==> config.mk <==
export PLATFORM = sky130hd
export DESIGN_NAME = decoder_bp
export DESIGN_NICKNAME = d
export VERILOG_FILES = /design/src/rtl/decoder_bp.sv
export SDC_FILE = /design/constraint.sdc
export NUM_CORES = 1
export LEC_CHECK = 0
export ABC_AREA = 1
export CAP_MARGIN = 25
export CELL_PAD_IN_SITES_DETAIL_PLACEMENT = 1
export CELL_PAD_IN_SITES_GLOBAL_PLACEMENT = 1
export CORE_UTILIZATION = 38
export DETAILED_ROUTE_END_ITERATION = 12
export PLACE_DENSITY = 0.89
export SETUP_SLACK_MARGIN = 0.1
export SYNTH_ARGS = -nofsm -noshare
export SYNTH_HDL_FRONTEND = slang
export SYNTH_SLANG_ARGS = --single-unit
==> constraint.sdc <==
create_clock -name clk_in -period 2.63 [get_ports clk_in]
set_input_delay 0.263 -clock clk_in [delete_from_list [all_inputs] [get_ports clk_in]]
set_output_delay 0.263 -clock clk_in [all_outputs]
set_load 0.03 [all_outputs]
==> src/rtl/decoder_bp.sv <==
// decoder_bp: RV32I decode/dispatch stage with a valid/ready fetch handshake
// and a table of 2-bit counters predicting conditional branches.
module decoder_bp #(
  parameter int          ROB_W       = 3,
  parameter int          BHT_ENTRIES = 64,
  parameter logic [31:0] HALT_INST   = 32'hff9ff06f
) (
  input  logic             clk_in,
  input  logic             rst_in,
  input  logic             rdy_in,
  input  logic             flush,
  input  logic             inst_valid,
  output logic             inst_ready,
  input  logic [31:0]      inst_addr,
  input  logic [31:0]      inst,
  output logic [4:0]       reg_id1,
  output logic [4:0]       reg_id2,
  input  logic [31:0]      reg_val1,
  input  logic [31:0]      reg_val2,
  input  logic             reg_has_dep1,
  input  logic             reg_has_dep2,
  input  logic [ROB_W-1:0] reg_dep1,
  input  logic [ROB_W-1:0] reg_dep2,
  input  logic             rob_full,
  input  logic [ROB_W-1:0] rob_free_id,
  output logic             rob_valid,
  output logic [1:0]       rob_type,
  output logic [4:0]       rob_rd,
  output logic [31:0]      rob_value,
  output logic [31:0]      rob_pc,
  output logic [31:0]      rob_alt_addr,
  output logic             rob_ready,
  output logic             rob_pred_taken,
  input  logic             rs_full,
  output logic             rs_valid,
  output logic [5:0]       rs_type,
  input  logic             lsb_full,
  output logic             lsb_valid,
  output logic [3:0]       lsb_type,
  output logic [11:0]      lsb_offset,
  output logic [31:0]      op_r1,
  output logic [31:0]      op_r2,
  output logic             op_has_dep1,
  output logic             op_has_dep2,
  output logic [ROB_W-1:0] op_dep1,
  output logic [ROB_W-1:0] op_dep2,
  output logic [ROB_W-1:0] op_rob_id,
  input  logic             bht_upd_valid,
  input  logic [31:0]      bht_upd_pc,
  input  logic             bht_upd_taken,
  output logic             if_redirect,
  output logic [31:0]      if_redirect_addr
);

  localparam int IDX = $clog2(BHT_ENTRIES);

  localparam logic [6:0] OPC_LUI   = 7'b0110111;
  localparam logic [6:0] OPC_AUIPC = 7'b0010111;
  localparam logic [6:0] OPC_JAL   = 7'b1101111;
  localparam logic [6:0] OPC_JALR  = 7'b1100111;
  localparam logic [6:0] OPC_BR    = 7'b1100011;
  localparam logic [6:0] OPC_LOAD  = 7'b0000011;
  localparam logic [6:0] OPC_STORE = 7'b0100011;
  localparam logic [6:0] OPC_OPI   = 7'b0010011;
  localparam logic [6:0] OPC_OP    = 7'b0110011;

  localparam logic [1:0] T_RG = 2'd0;
  localparam logic [1:0] T_ST = 2'd1;
  localparam logic [1:0] T_BR = 2'd2;
  localparam logic [1:0] T_EX = 2'd3;

  logic [6:0] opc;
  logic [2:0] f3;
  logic is_lui, is_auipc, is_jal, is_jalr, is_br;
  logic is_load, is_store, is_opi, is_op;
  logic is_known, is_halt, is_mul;
  logic need_rs, need_lsb, use1, use2, writes_rd;
  logic accept;

  assign opc      = inst[6:0];
  assign f3       = inst[14:12];
  assign is_lui   = (opc == OPC_LUI);
  assign is_auipc = (opc == OPC_AUIPC);
  assign is_jal   = (opc == OPC_JAL);
  assign is_jalr  = (opc == OPC_JALR);
  assign is_br    = (opc == OPC_BR);
  assign is_load  = (opc == OPC_LOAD);
  assign is_store = (opc == OPC_STORE);
  assign is_opi   = (opc == OPC_OPI);
  assign is_op    = (opc == OPC_OP);
  assign is_halt  = (inst == HALT_INST);
  assign is_mul   = is_op && (inst[31:25] == 7'b0000001);

  assign is_known = is_lui | is_auipc | is_jal | is_jalr | is_br
                  | is_load | is_store | is_opi | is_op;

  assign need_rs   = is_br | is_op | is_opi;
  assign need_lsb  = is_load | is_store;
  assign use1      = is_op | is_opi | is_br | is_load | is_store | is_jalr;
  assign use2      = is_op | is_br | is_store;
  assign writes_rd = is_lui | is_auipc | is_jal | is_jalr
                   | is_load | is_opi | is_op;

  assign reg_id1 = inst[19:15];
  assign reg_id2 = inst[24:20];

  assign inst_ready = !flush && !rob_full
                    && !(need_rs && rs_full)
                    && !(need_lsb && lsb_full)
                    && !(is_jalr && reg_has_dep1);

  assign accept = inst_valid && inst_ready && rdy_in;

  logic [31:0] imm_i, imm_s, imm_b, imm_u, imm_j;

  assign imm_i = {{20{inst[31]}}, inst[31:20]};
  assign imm_s = {{20{inst[31]}}, inst[31:25], inst[11:7]};
  assign imm_b = {{19{inst[31]}}, inst[31], inst[7],
                  inst[30:25], inst[11:8], 1'b0};
  assign imm_u = {inst[31:12], 12'b0};
  assign imm_j = {{11{inst[31]}}, inst[31], inst[19:12],
                  inst[20], inst[30:21], 1'b0};

  // Branch history table; lookups see the value before this cycle's update
  logic [1:0]     bht_q [BHT_ENTRIES];
  logic [IDX-1:0] look_idx;
  logic [IDX-1:0] upd_idx;
  logic [1:0]     upd_cur;
  logic           pred;

  assign look_idx = inst_addr[IDX+1:2];
  assign upd_idx  = bht_upd_pc[IDX+1:2];
  assign upd_cur  = bht_q[upd_idx];
  assign pred     = bht_q[look_idx][1];

  always_ff @(posedge clk_in) begin
    if (rst_in) begin
      for (int i = 0; i < BHT_ENTRIES; i++) begin
        bht_q[i] <= 2'b01;
      end
    end else if (rdy_in && bht_upd_valid) begin
      if (bht_upd_taken) begin
        if (upd_cur != 2'b11) bht_q[upd_idx] <= upd_cur + 2'd1;
      end else begin
        if (upd_cur != 2'b00) bht_q[upd_idx] <= upd_cur - 2'd1;
      end
    end
  end

  logic unused_bits;
  assign unused_bits = ^{inst_addr[1:0], bht_upd_pc[31:IDX+2],
                         bht_upd_pc[1:0]};

  logic [1:0]  type_d;
  logic [4:0]  rd_d;
  logic [31:0] value_d, alt_d, raddr_d, r2_d;
  logic        ready_d, pred_d, redir_d;
  logic [5:0]  rs_type_d;
  logic [3:0]  lsb_type_d;
  logic [11:0] lsb_off_d;

  always_comb begin
    type_d     = T_RG;
    rd_d       = writes_rd ? inst[11:7] : 5'd0;
    value_d    = 32'd0;
    alt_d      = 32'd0;
    raddr_d    = 32'd0;
    redir_d    = 1'b0;
    ready_d    = is_lui | is_auipc | is_jal | is_jalr | !is_known;
    pred_d     = is_br & pred;
    r2_d       = reg_val2;
    rs_type_d  = {is_mul, is_br, inst[30], f3};
    lsb_type_d = {is_store, f3};
    lsb_off_d  = is_store ? imm_s[11:0] : imm_i[11:0];

    if (is_halt)       type_d = T_EX;
    else if (is_store) type_d = T_ST;
    else if (is_br)    type_d = T_BR;
    else if (!is_known) type_d = T_EX;

    unique case (1'b1)
      is_lui:   value_d = imm_u;
      is_auipc: value_d = inst_addr + imm_u;
      is_jal: begin
        value_d = inst_addr + 32'd4;
        redir_d = 1'b1;
        raddr_d = inst_addr + imm_j;
      end
      is_jalr: begin
        value_d = inst_addr + 32'd4;
        redir_d = 1'b1;
        raddr_d = (reg_val1 + imm_i) & ~32'd1;
      end
      is_br: begin
        redir_d = pred;
        raddr_d = inst_addr + imm_b;
        alt_d   = pred ? inst_addr + 32'd4 : inst_addr + imm_b;
      end
      is_opi: begin
        if (f3 == 3'b001 || f3 == 3'b101) r2_d = {27'd0, inst[24:20]};
        else r2_d = imm_i;
      end
      default: ;
    endcase
  end

  logic             rob_valid_q, rs_valid_q, lsb_valid_q, redir_q;
  logic [1:0]       type_q;
  logic [4:0]       rd_q;
  logic [31:0]      value_q, pc_q, alt_q, raddr_q, r1_q, r2_q;
  logic             ready_q, pred_q, hd1_q, hd2_q;
  logic [5:0]       rs_type_q;
  logic [3:0]       lsb_type_q;
  logic [11:0]      lsb_off_q;
  logic [ROB_W-1:0] dep1_q, dep2_q, rob_id_q;

  always_ff @(posedge clk_in) begin
    if (rst_in) begin
      rob_valid_q <= 1'b0;
      rs_valid_q  <= 1'b0;
      lsb_valid_q <= 1'b0;
      redir_q     <= 1'b0;
      type_q      <= '0;
      rd_q        <= '0;
      value_q     <= '0;
      pc_q        <= '0;
      alt_q       <= '0;
      raddr_q     <= '0;
      r1_q        <= '0;
      r2_q        <= '0;
      ready_q     <= 1'b0;
      pred_q      <= 1'b0;
      hd1_q       <= 1'b0;
      hd2_q       <= 1'b0;
      rs_type_q   <= '0;
      lsb_type_q  <= '0;
      lsb_off_q   <= '0;
      dep1_q      <= '0;
      dep2_q      <= '0;
      rob_id_q    <= '0;
    end else if (rdy_in) begin
      rob_valid_q <= accept;
      rs_valid_q  <= accept && need_rs;
      lsb_valid_q <= accept && need_lsb;
      redir_q     <= accept && redir_d;
      if (accept) begin
        type_q     <= type_d;
        rd_q       <= rd_d;
        value_q    <= value_d;
        pc_q       <= inst_addr;
        alt_q      <= alt_d;
        raddr_q    <= raddr_d;
        r1_q       <= reg_val1;
        r2_q       <= r2_d;
        ready_q    <= ready_d;
        pred_q     <= pred_d;
        hd1_q      <= use1 && reg_has_dep1;
        hd2_q      <= use2 && reg_has_dep2;
        rs_type_q  <= rs_type_d;
        lsb_type_q <= lsb_type_d;
        lsb_off_q  <= lsb_off_d;
        dep1_q     <= reg_dep1;
        dep2_q     <= reg_dep2;
        rob_id_q   <= rob_free_id;
      end
    end
  end

  assign rob_valid        = rob_valid_q;
  assign rob_type         = type_q;
  assign rob_rd           = rd_q;
  assign rob_value        = value_q;
  assign rob_pc           = pc_q;
  assign rob_alt_addr     = alt_q;
  assign rob_ready        = ready_q;
  assign rob_pred_taken   = pred_q;
  assign rs_valid         = rs_valid_q;
  assign rs_type          = rs_type_q;
  assign lsb_valid        = lsb_valid_q;
  assign lsb_type         = lsb_type_q;
  assign lsb_offset       = lsb_off_q;
  assign op_r1            = r1_q;
  assign op_r2            = r2_q;
  assign op_has_dep1      = hd1_q;
  assign op_has_dep2      = hd2_q;
  assign op_dep1          = dep1_q;
  assign op_dep2          = dep2_q;
  assign op_rob_id        = rob_id_q;
  assign if_redirect      = redir_q;
  assign if_redirect_addr = raddr_q;

endmodule

After elaboration in Yosys (flattened, before gate mapping)
Memory sizes are Yosys's and may differ from the RTL's.
Index checks and enable logic that the tools add are counted.
- flip-flop bits (word level): 238
- memory bits (writable): 128
- input bits: 181
- output and inout bits: 249
- word-level logic and storage cells: 123
- memories: 1
- add/subtract/negate cells: 7
- equal/unequal tests: 14
- mux-type cells: 29
- bitwise operators: 23
- reduce and logical (&&, ||, !) cells: 27
- memory list (memory ; depth ; bits a word ; read ports ; clocked after memory_dff ; wr ports ; line ; RTL):
    bht_q ; 64 ; 2 ; 2 ; 0 ; 64 ; 125 ; logic [1:0] bht_q [BHT_ENTRIES];
- operators with widths (cell ; number):
    case mux 32 bit (3 select lines) ; 2
    adder 32 bit ; 4
    two-way mux 32 bit ; 4
    adder 32 x 3 -> 32 bit, second input constant ; 1
    equality test 32 bit, second input constant ; 1
    OR 1 bit ; 22
    equality test 7 x 6 -> 1 bit, second input constant ; 3
    equality test 7 bit, second input constant ; 3
    logical AND 1 bit ; 16
    equality test 7 x 5 -> 1 bit, second input constant ; 2
    two-way mux 1 bit ; 13
    two-way mux 2 bit ; 6
    two-way mux 5 bit ; 2
    equality test 7 x 1 -> 1 bit, second input constant ; 1
    equality test 7 x 2 -> 1 bit, second input constant ; 1
    logical NOT 1 bit ; 6
    two-way mux 6 bit ; 1
    OR reduction 2 bit ; 2
    equality test 3 x 1 -> 1 bit, second input constant ; 1
    equality test 3 bit, second input constant ; 1
    adder 2 x 1 -> 2 bit, second input constant ; 1
    inequality test 2 bit, second input constant ; 1
    case mux 1 bit (2 select lines) ; 1
    AND reduction 2 bit ; 1
    other kinds (4) ; 4

Longest topological paths before layout
Gate-level depths: netlist (run 1).
- depth after elaboration: 13
- gate-level depth with buffers: 21
- gate-level depth less buffers: 16

Least setup slack after synthesis (run 1)
Ideal clock, no wire load.
- path type: input-to-reg
- from: input bht_upd_pc[2]
- to: memory bht_q[20][0] (enable)
- setup time: 0.298 ns
- data arrival time: 1.949 ns
- required time: 2.332 ns
- setup slack: 0.383 ns
- stages on the path: 20
- buffers on the path: 5
- cells stage by stage: buf_4 > buf_4 > buf_2 > nand2_1 > nand2_1 > nand2_1 > nand2_1 > nand2_1 > nand2_1 > nand2_1 > nand2_1 > nor2_1 > nand2_1 > nand2_1 > nand2_1 > nand2_1 > buf_4 > buf_6 > nand3_1 > nand2_1
- RTL lines (element ; line ; RTL):
    start: declaration ; 49 ; input logic [31:0] bht_upd_pc,
    end: declaration ; 125 ;

==> results of run 1 <==
## power groups by stage
stage / clock, mW / sequential [mW] / combinational, mW
after global placement: 0 / 6.10 / 4.26
after floorplan: 0 / 6.20 / 1.94
final: 6.19 / 5.99 / 4.77
after CTS: 6.12 / 5.98 / 4.48
after detailed placement: 0 / 6.10 / 4.38
after global routing: 6.39 / 5.99 / 5.00
## worst max path at each step
stage | from | end | slack [ns] | cells after the start
after floorplan | bht_upd_pc[2] | bht_q[20][0] | 0.38 | 20
after global placement | inst[8] | if_redirect_addr[15] | -0.54 | 14
after detailed placement | inst[8] | if_redirect_addr[15] | -0.65 | 14
after CTS | bht_q[14][0] | bht_q[3][0] | 0.12 | 16
after global routing | bht_q[28][1] | bht_q[55][1] | -0.51 | 16
final | bht_q[28][1] | bht_q[55][1] | -0.43 | 16
## placed cells by master (no fill, tap or decap), types with 22 or more instances in the layout
master,synthesis,routed
a21oi_1,295,289
a31oi_1,33,33
buf_12,0,41
buf_4,19,538
clkbuf_16,0,46
clkdlybuf4s50_1,0,391
dfxtp_1,234,234
edfxtp_1,128,128
ha_1,85,79
inv_1,269,268
nand2_1,1389,1317
nand2_2,0,65
nand3_1,325,292
nand3_2,1,34
nand4_1,104,104
nor2_1,304,296
nor3_1,48,47
o21ai_0,208,202
or2_2,22,22
## layout make-up
type / instances / share of cell area, %
Sequential cell: 362 / 23.9
Tap cell: 846 / 2.97
Clock inverter: 18 / 0.530
Inverter: 280 / 2.98
Clock buffer: 59 / 3.38
Timing Repair Buffer: 990 / 25.6
Multi-Input combinational cell: 2956 / 40.6
Antenna cell: 1 / 0.00702
## worst max-delay path: stages (launching register included)
cell	delay, ns
edfxtp_1	0.37
inv_1	0.07
o21ai_0	0.56
nand2_1	0.13
nand2_1	0.11
nand2_1	0.07
nand2_1	0.08
nand2_1	0.05
nand2_1	0.07
nor2_2	0.06
nand2_4	0.08
o21ai_4	0.06
buf_12	0.20
nand2_8	0.13
clkbuf_16	0.19
nand3_2	0.14
nor2_1	0.43
## layer usage
metal	vias to the layer above	track usage, %
met5	-	0
met4	0	24.4
met3	593	8.80
met2	2072	65.5
met1	15536	49.2
li1	14233	-
## flip-flops by register name, summed over array words and instances, names as in the netlist
register          count
rob_pc               32
lsb_valid             1
rob_value            32
rob_type              2
op_rob_id             3
rob_rd                5
bht_q               128
if_redirect           1
lsb_offset           11
rob_pred_taken        1
op_has_dep2           1
op_r1                32
op_dep2               3
op_dep1               3
rs_valid              1
if_redirect_addr     32
rs_type               6
lsb_type              1
op_has_dep1           1
rob_alt_addr         32
rob_valid             1
op_r2                32
rob_ready             1
## timing repair
item                                    in CTS  in global routing
cloned                                       5                  4
endpoints found under the setup margin     160                284
buffers inserted                             0                  4
hold buffers                                 0                  0
pin swaps                                    1                 10
gates resized for setup                     17                144
## kinds of logic after synthesis
logic type | Yosys count
buf+inv | 490
compound gates | 608
flops | 362
xor+xnor | 30
fa+ha+maj | 89
simple gates | 2227
==> results.ini, run 1 <==
[routing]
via_per_inst=5.88
routed.top_layer=met4
vias=32434
wl_met1_um=53900
ant_nets=0
wl_met2_um=64000
wl_per_cell_um=25.9
dr.pass1.iters=6
met3_length_um=14200
wl_um=143000
drt_drc_violations_left=0
drt_iter0_drc=3330

[clock_tree]
h-tree-depth=2
clkSinkCount=362
path_clk_slew_ns=0.08
worstSkewPairLatency_ns=0.64
cts_root_buf=clkbuf_16
tritoncts=done
cts.path.max_buffers=3
cts_made_buffers=43

[power]
finalPower_mw=16.9
switching_share_pct=34.5
p_clk_share_pct=36.5
p_leak_nw=15.7
p_sw_mw=5.85
internal_power_mw=11.1
p_seq_share_pct=35.4
p_per_area_nw_per_um2=475
combPwrFrac_pct=28.1
irDropWorstVdd_mv=0.447

[die]
fp.dieW_um=256
start_util_pct=38.6
die_h_um=256
io_pins=430
die_area_um2=65500
rows=92
core-area_um2=63400

[synthesis]
syn_avg_cell_area_um2=6.44
syn_area_um2=24500
synth_compound_area_share_pct=13.2
synthDominantCellAreaShare_pct=21.3
ys_seq_elements=362
synth_enable_flop_cells=128
yosys.area_share.simple_pct=37.9
ys.flop_type=dfxtp_1
synth.largest_area_cell=nand2_1
synth.distinct_cells=42
netlist_instances=3806
synthMuxAreaShare_pct=0
synth_nets=4076
yosysSeqAreaShare_pct=34.8
synth.area.top_cells=nand2_1 21%, dfxtp_1 19%, edfxtp_1 16%
ys_async_sr_fraction_pct=0
synth-adder-area-share_pct=4.67
synth_top_cells_by_count=1389 x nand2_1, 325 x nand3_1, 304 x nor2_1
yosysWarningCount=0
synth-xor-area-share_pct=1.07
yosys.cell_count.top_type=nand2_1
synth_top_family_by_area=simple AND/OR/NAND/NOR gates

[worst_setup_path]
critPathArrivalTime_ns=3.45
cp-start-kind=register
crit_path_end_kind=register
required_ns=3.01
ff2ff_setup_slack_ns=-0.43
worstSetupPathType=register to register
reg2reg_from=bht_q[28][1]
r2r_cells=16
path_max_fanout=6
rr_endpoint=bht_q[55][1]

[sta]
min_period_ns=3.06
setup_violations=236
clock_skew_ns=0.0448
holdWs_ns=0.222
setup_tns_ns=-21.50
tightest_slew_ns=0.945
slew_headroom_pct=37.0
fin_ws_ns=-0.435
report.final.slew_viol_count=0
max_freq_mhz=326
timing.final.crit_share_pct=117
finalHoldViolCount=0

[global_route]
grt_pass1_wl_um=201000
grt_max_degree=166
grt_util_all_layers_pct=40.5
antenna_found_initial=1
grt.overflow.total=0
grt_pass1_vias=32209

[placement]
place_area_um2=33400
port_buffers=403
globalplace.congestion=1.07
dp_slack_ns=-0.648
dp_hpwl_um=105000
dp.cells=5421

[run]
maxCapViolations=0

[layout]
n_fill_cell=8213
layout.nets=4903
area_delta_synth_final_pct=45.5
fin_area_um2=35600
final_util_pct=56.2
drive_gt1_share_pct=17.7
multiInputGateArea_um2=14500
register_area_um2=8530
stdcell_count=5512

[run_status]
status=finished with violations
failed_checks=negative setup slack

[hold_path]
whs_path_depth=3
hold_path_class=input port to register
min_to=op_r2[15]
holdCritStartpoint=reg_val2[15]

Note: power is estimated with default switching activity, not from simulation.
==> run 2: changes to the inputs <==
Settings changed: CTS_CLUSTER_SIZE set to 30.
==> results of run 2 <==
Same layout as run 1: the final DEF is identical, and so are final timing and power.
